==> src/rtl/reward_scan_gen.sv <==
// Sequential tic-tac-toe reward generator: latches an NxN board, scans one winning
// line per clock (rows, columns, diagonals), then holds a classified reward for the consumer.
module reward_scan_gen #(
    parameter int unsigned N              = 3,
    parameter int unsigned RW             = 8,
    parameter int          WIN_REWARD     = 100,
    parameter int          LOSS_REWARD    = -100,
    parameter int          DRAW_REWARD    = 10,
    parameter int          STEP_REWARD    = -1,
    parameter int          INVALID_REWARD = -128
) (
    input  logic                 clk,
    input  logic                 rst_n,
    input  logic                 in_valid,
    output logic                 in_ready,
    input  logic [2*N*N-1:0]     board,
    output logic                 out_valid,
    input  logic                 out_ready,
    output logic signed [RW-1:0] reward,
    output logic [2:0]           outcome
);
    localparam int unsigned CELLS = N * N;
    localparam int unsigned BW    = 2 * CELLS;
    localparam int unsigned LINES = 2 * N + 2;
    localparam int unsigned LW    = $clog2(LINES);
    localparam int unsigned LSZ   = 1 << LW;
    localparam logic [LW-1:0] LAST_LINE = LW'(LINES - 1);

    localparam logic [2:0] OC_STEP    = 3'd0;
    localparam logic [2:0] OC_WIN     = 3'd1;
    localparam logic [2:0] OC_LOSS    = 3'd2;
    localparam logic [2:0] OC_DRAW    = 3'd3;
    localparam logic [2:0] OC_INVALID = 3'd4;

    typedef enum logic [1:0] {IDLE = 2'd0, SCAN = 2'd1, DONE = 2'd2} state_e;

    state_e               state_q, state_d;
    logic [BW-1:0]        board_q, board_d;
    logic                 illegal_q, illegal_d;
    logic                 full_q, full_d;
    logic                 agent_q, agent_d;
    logic                 opp_q, opp_d;
    logic [LW-1:0]        line_idx_q, line_idx_d;
    logic                 out_valid_q, out_valid_d;
    logic signed [RW-1:0] reward_q, reward_d;
    logic [2:0]           outcome_q, outcome_d;

    logic                 in_illegal_c, in_full_c;
    logic [LSZ-1:0]       agent_line_c, opp_line_c;

    // Snapshot flags, computed on the incoming board so they are ready at acceptance
    always_comb begin
        in_illegal_c = 1'b0;
        in_full_c    = 1'b1;
        for (int unsigned i = 0; i < CELLS; i++) begin
            if (board[2*i +: 2] == 2'b11) in_illegal_c = 1'b1;
            if (board[2*i +: 2] == 2'b00) in_full_c    = 1'b0;
        end
    end

    // Ownership of every line of the latched board; the scan selects one per cycle
    always_comb begin
        agent_line_c = '1;
        opp_line_c   = '1;
        for (int unsigned r = 0; r < N; r++) begin
            for (int unsigned c = 0; c < N; c++) begin
                if (board_q[2*(r*N+c) +: 2] != 2'b01) begin
                    agent_line_c[r]   = 1'b0;
                    agent_line_c[N+c] = 1'b0;
                    if (r == c)         agent_line_c[2*N]   = 1'b0;
                    if (r + c == N - 1) agent_line_c[2*N+1] = 1'b0;
                end
                if (board_q[2*(r*N+c) +: 2] != 2'b10) begin
                    opp_line_c[r]   = 1'b0;
                    opp_line_c[N+c] = 1'b0;
                    if (r == c)         opp_line_c[2*N]   = 1'b0;
                    if (r + c == N - 1) opp_line_c[2*N+1] = 1'b0;
                end
            end
        end
    end

    always_ff @(posedge clk or negedge rst_n) begin
        if (!rst_n) state_q <= IDLE;
        else        state_q <= state_d;
    end

    always_comb begin
        state_d = state_q;
        case (state_q)
            IDLE:    if (in_valid)                    state_d = SCAN;
            SCAN:    if (line_idx_q == LAST_LINE)     state_d = DONE;
            DONE:    if (out_ready)                   state_d = IDLE;
            default:                                  state_d = IDLE;
        endcase
    end

    // Datapath next-state; the result is classified on the edge that scans the last line
    always_comb begin
        board_d     = board_q;
        illegal_d   = illegal_q;
        full_d      = full_q;
        agent_d     = agent_q;
        opp_d       = opp_q;
        line_idx_d  = line_idx_q;
        out_valid_d = out_valid_q;
        reward_d    = reward_q;
        outcome_d   = outcome_q;
        case (state_q)
            IDLE: begin
                if (in_valid) begin
                    board_d    = board;
                    illegal_d  = in_illegal_c;
                    full_d     = in_full_c;
                    agent_d    = 1'b0;
                    opp_d      = 1'b0;
                    line_idx_d = '0;
                end
            end
            SCAN: begin
                agent_d    = agent_q | agent_line_c[line_idx_q];
                opp_d      = opp_q | opp_line_c[line_idx_q];
                line_idx_d = line_idx_q + LW'(1);
                if (line_idx_q == LAST_LINE) begin
                    line_idx_d  = '0;
                    out_valid_d = 1'b1;
                    if (illegal_q || (agent_d && opp_d)) begin
                        reward_d  = RW'(INVALID_REWARD);
                        outcome_d = OC_INVALID;
                    end else if (agent_d) begin
                        reward_d  = RW'(WIN_REWARD);
                        outcome_d = OC_WIN;
                    end else if (opp_d) begin
                        reward_d  = RW'(LOSS_REWARD);
                        outcome_d = OC_LOSS;
                    end else if (full_q) begin
                        reward_d  = RW'(DRAW_REWARD);
                        outcome_d = OC_DRAW;
                    end else begin
                        reward_d  = RW'(STEP_REWARD);
                        outcome_d = OC_STEP;
                    end
                end
            end
            DONE: begin
                if (out_ready) out_valid_d = 1'b0;
            end
            default: begin
                out_valid_d = 1'b0;
            end
        endcase
    end

    always_ff @(posedge clk or negedge rst_n) begin
        if (!rst_n) begin
            board_q     <= '0;
            illegal_q   <= 1'b0;
            full_q      <= 1'b0;
            agent_q     <= 1'b0;
            opp_q       <= 1'b0;
            line_idx_q  <= '0;
            out_valid_q <= 1'b0;
            reward_q    <= '0;
            outcome_q   <= OC_STEP;
        end else begin
            board_q     <= board_d;
            illegal_q   <= illegal_d;
            full_q      <= full_d;
            agent_q     <= agent_d;
            opp_q       <= opp_d;
            line_idx_q  <= line_idx_d;
            out_valid_q <= out_valid_d;
            reward_q    <= reward_d;
            outcome_q   <= outcome_d;
        end
    end

    assign in_ready  = (state_q == IDLE);
    assign out_valid = out_valid_q;
    assign reward    = reward_q;
    assign outcome   = outcome_q;

endmodule

==> config.mk <==
export PLATFORM = sky130hd
export DESIGN_NAME = reward_scan_gen
export DESIGN_NICKNAME = d
export VERILOG_FILES = /design/src/rtl/reward_scan_gen.sv
export SDC_FILE = /design/constraint.sdc
export NUM_CORES = 1
export LEC_CHECK = 0
export ABC_CLOCK_PERIOD_IN_PS = 4720
export BUFFER_PORTS_ARGS = -buffer_cell sky130_fd_sc_hd__buf_2
export CORE_ASPECT_RATIO = 1.75
export CORE_MARGIN = 2
export CORE_UTILIZATION = 59
export DETAILED_ROUTE_END_ITERATION = 7
export HOLD_SLACK_MARGIN = 0.06
export PLACE_DENSITY = 0.93
export RECOVER_POWER = 50
export SLEW_MARGIN = 20
export SYNTH_ARGS = -nofsm -noshare
export SYNTH_HDL_FRONTEND = slang
export SYNTH_SLANG_ARGS = --single-unit
==> constraint.sdc <==
create_clock -name clk -period 4.72 [get_ports clk]
set_clock_uncertainty 0.1 [all_clocks]
set_input_delay 1.18 -clock clk [delete_from_list [all_inputs] [get_ports clk]]
set_output_delay 1.18 -clock clk [all_outputs]
set_load 0.05 [all_outputs]
* Yosys cells after proc, flatten, opt, wreduce, memory -nomap -nowiden
Index checks and enable logic that the tools add are counted.
** Word-level totals
- Input bits :: 22
- Bits in registers :: 39
- Word-level logic and storage cells :: 145
- Output and inout port bits :: 13
** Operators by class
- $lt $le $gt $ge :: 1
- Mux-type cells :: 79
- Bitwise operators :: 3
- Add/sub/neg operators :: 1
- Reductions and logical operators :: 18
- Equal/unequal tests :: 33
** Operator list (count)
- two-way mux 1 bit :: 53
- two-way mux 8 bit :: 4
- two-way mux 2 bit :: 12
- inequality test 2 bit (second input constant) :: 12
- equality test 2 bit (second input constant) :: 10
- logical NOT 2 bit :: 10
- inequality test 2 x 1 -> 1 bit (second input constant) :: 9
- two-way mux 3 bit :: 3
- binary-select mux 1 bit (select 3 bit) :: 2
- one-hot mux 2 bit (3 select lines) :: 1
- one-hot mux 3 bit (2 select lines) :: 1
- AND reduction 2 bit :: 3
- AND reduction 3 bit :: 2
- < comparator 3 x 4 -> 1 bit (second input constant) :: 1
- one-hot mux 1 bit (2 select lines) :: 2
- adder 3 x 1 -> 3 bit (second input constant) :: 1
- equality test 3 bit (second input constant) :: 1
- one-hot mux 1 bit (3 select lines) :: 1
- equality test 2 x 1 -> 1 bit (second input constant) :: 1
- bitwise OR 1 bit :: 2
- nonzero test 2 bit :: 1
- logical AND 1 bit :: 1
- logical OR 1 bit :: 1
- NOT 1 bit :: 1

* Logic depth before layout (Yosys ltp)
- Depth after elaboration :: 12
- Gate-level depth with buffers :: 7
- Gate-level depth less buffers :: 6

* Worst setup path before layout
Ideal clock, no wire load.
- Path type :: reg-to-reg
- From :: register state_q[0]
- To :: register board_q[10]
- Data arrival time :: 2191 ps
- Slack :: 2304 ps
- Data required time :: 4495 ps
- Path buffers :: 2
- Stages on the path, launching flop included :: 6
- Library setup time :: 125 ps
- Clock period less this slack :: 2416 ps
- Cell sequence :: dfrtp_1 nor2_1 and2_1 clkbuf_1 clkbuf_1 mux2_2
** Between the ends
- Longest elaborated chain between the ends :: 2
** RTL lines
- start, declared :: line 37 : state_e state_q, state_d;
- start signal, assigned :: line 85 : else state_q <= state_d;
- logical NOT 2 bit
- via in_ready :: line 15 : output logic in_ready,
- AND reduction 2 bit (no source line)
- end signal, assigned :: line 166 : board_q <= board_d;
- end, declared :: line 38 : logic [BW-1:0] board_q, board_d;
The timed path passes the listed nets, and every way through them passes these cells.
A chain may end at the register's enable or synchronous reset.

==> impl_metrics.py <==
metrics = {
    "floorplanning": {
        "die_area_sq_um": 3820,
        "pin_count": 35,
        "start_util_pct": 61.7,
        "fp.dieW_um": 47.6,
        "die_h_um": 80.3,
        "core_sq_um": 3180,
        "fp-row-count": 27,
    },
    "logic_synthesis": {
        "yosysUniqueCellTypes": 48,
        "synthMuxAreaShare_pct": 11.4,
        "synth_nets": 201,
        "synth_xor_area_share_pct": 0,
        "synth_ff_type": "dfrtp_1",
        "synthTopCellsByArea": "dfrtp_1 (49%), mux2_2 (11%), nand2_1 (2.9%), nand3_1 (2.3%), o31ai_1 (2.3%)",
        "yosysSeqAreaShare_pct": 48.5,
        "syn_inst": 177,
        "synth_compound_area_share_pct": 16.0,
        "synth-edff-count": 0,
        "yosysWarnings": 0,
        "synthSimpleGateAreaFrac_pct": 20.1,
        "synthAdderAreaFrac_pct": 1.28,
        "synthArstFlopShare_pct": 100,
        "syn-mean-instance-area_sq_um": 11.1,
        "yosysTopAreaCell": "dfrtp_1",
        "synth.most_common_cell": "dfrtp_1",
        "synth_top_family_by_area": "simple AND/OR/NAND/NOR gates",
        "yosysTopAreaCellShare_pct": 48.5,
        "yosys_register_bits": 38,
        "synth_commonest_cells": "dfrtp_1 (38), mux2_2 (19), nand2_1 (15)",
        "synth_area_sq_um": 1960,
    },
    "worst_setup_path": {
        "path_cells": "clkbuf_1",
        "reg2reg_depth": 6,
        "cp_max_fo": 38,
        "critPathArrivalTime_ns": 2.57,
        "reg2reg_slack_ns": 2.37,
        "endpoint": "board_q[10]",
        "startpoint": "rst_n",
        "cpPeakStageDelay_ns": 1.36,
        "cp_top_family": "buffers and inverters",
        "worstReg2RegStart": "line_idx_q[0]",
        "required_ns": 4.64,
        "cp_num_cells": 1,
        "crit_slowest_cell": "clkbuf_1",
        "start_kind": "input port",
        "worstSetupPathType": "in -> async",
        "cp-end-kind": "async pin",
        "worstReg2RegEnd": "outcome[2]",
        "path_buf_inv": 1,
    },
    "min_path": {
        "hold_depth": 2,
        "hold_class": "reg -> reg",
    },
    "route": {
        "drc": 0,
        "drt-wirelength-per-cell_um": 16.4,
        "first_iter_violations": 80,
        "first_pass_iters": 4,
        "num_vias": 1553,
        "vias_per_cell": 6.11,
        "antenna_left": 0,
        "wl_um": 4170,
    },
    "final_layout": {
        "seq_area_sq_um": 951,
        "stdcell_area_sq_um": 2220,
        "num-fill-cells": 267,
        "n_antenna_cell": 0,
        "synthToLayoutAreaGrowth_pct": 13.4,
        "final_cells": 254,
        "nets": 236,
        "multi_input_area_sq_um": 953,
        "drive_above_1_share_pct": 31.3,
    },
    "clock_tree": {
        "cts_tree": "built",
        "clock-root-buffer": "clkbuf_8",
        "post_cts_resized": 0,
        "numCtsBuffers": 5,
        "cts-htree-levels": 2,
        "hold_buffers": 0,
        "cts_setup_buffers": 0,
        "cts.sinks": 38,
        "clockBufferDepth": 2,
        "clock_latency_ns": 0.29,
        "clk_pin_slew_ns": 0.07,
    },
    "sta": {
        "finalCritPeriodShare_pct": 56.1,
        "period_minus_slack_ns": 2.65,
        "holdWs_ns": 0.371,
        "drv_slew": 39,
        "timing.fmax_mhz": 378,
        "setup_violations": 0,
        "finalHoldViolCount": 0,
        "rsz0062_at_grt": "false",
        "slew_headroom_pct": -29.4,
        "tightest_slew_ns": 1.94,
        "setup_tns_ns": 0,
    },
    "global_route": {
        "grt_max_degree": 39,
        "grt_usage_pct": 25.5,
        "grt_pass1_wl_um": 6830,
        "grt_antenna_before_repair": 0,
        "grt_pass1_vias": 1548,
        "grt_overflow": 0,
    },
    "placement": {
        "io_buffer_count": 34,
        "post-dp-hpwl_um": 3120,
        "gp_congestion": 0.807,
        "placed_area_sq_um": 2150,
        "dp_cells": 248,
    },
    "power": {
        "p_per_area_nw_per_um2": 705,
        "leakage_nw": 0.978,
        "peakVddDrop_v": 0.000376,
        "power_mw": 1.57,
    },
    "outcome": {
        "violations": "max-capacitance violations, max-slew violations",
        "status": "finished, violations left",
    },
    "run": {
        "cap_violations": 1,
    },
}
-- cell families after synthesis --
logic type	after synthesis
AND/OR/NAND/NOR	67
AO/OA/AOI/OAI	40
flip-flops	38
multiplexers	20
buffers and inverters	10
adder cells (fa/ha/maj)	2
-- worst min-delay path by stage --
stage                    start          to  slack [ns]
finish              outcome[1]  outcome[1]        0.37
global placement     reward[1]   reward[1]        0.36
CTS                 outcome[1]  outcome[1]        0.38
detailed placement  outcome[1]  outcome[1]        0.36
global route        outcome[2]  outcome[2]        0.41
floorplan              agent_q     agent_q        0.37
-- cell usage in the layout, fill, tap and decap left out, types with 4 or more instances in the layout --
| master | n |
|---|---|
| dfrtp_1 | 38 |
| mux2_2 | 19 |
| nand3_1 | 9 |
| buf_2 | 32 |
| o31ai_1 | 6 |
| nor2b_1 | 7 |
| clkbuf_8 | 6 |
| nand2_1 | 16 |
| o21ai_0 | 4 |
| a21oi_1 | 4 |
| nor2_1 | 8 |
| o22ai_1 | 5 |
| inv_1 | 4 |
-- area by class of cell --
class                      instances  area share, %
multi-input combinational        129           42.9
sequential                        38           42.8
timing repair buffer              34           7.54
clock buffer                       6           3.71
tap                               43           2.42
inverter                           4          0.675
-- metal layers --
| metal | vias up | wire length [um] | GRT usage, % |
|---|---|---|---|
| met5 | - | 0 | 0 |
| met4 | 0 | 174 | 12.4 |
| met3 | 19 | 195 | 6.52 |
| met2 | 72 | 2250 | 43.0 |
| met1 | 723 | 1550 | 28.1 |
| li1 | 739 | - | - |
-- stage by stage --
step / utilization, % / setup WS [ns]
global placement: 67.6 / 2.08
global route: 70.0 / 1.70
finish: 70.0 / 2.07
floorplan: - / 2.30
CTS: 70.2 / 2.27
detailed placement: 67.6 / 2.05
-- flip-flops by register name, indices dropped and copies added, names as in the netlist --
| register | count |
|---|---|
| agent_q | 1 |
| opp_q | 1 |
| illegal_q | 1 |
| outcome | 3 |
| reward | 7 |
| state_q | 2 |
| full_q | 1 |
| line_idx_q | 3 |
| out_valid | 1 |
| board_q | 18 |
-- where the power goes --
group / internal (mW) / leakage [nW] / total (mW) / switching (mW)
clock network: 0.112 / 0.0431 / 0.217 / 0.104
registers: 0.478 / 0.463 / 0.629 / 0.151
logic: 0.282 / 0.472 / 0.723 / 0.441
total: 0.872 / 0.978 / 1.57 / 0.696
No activity file was read; power rests on OpenSTA's default activity.
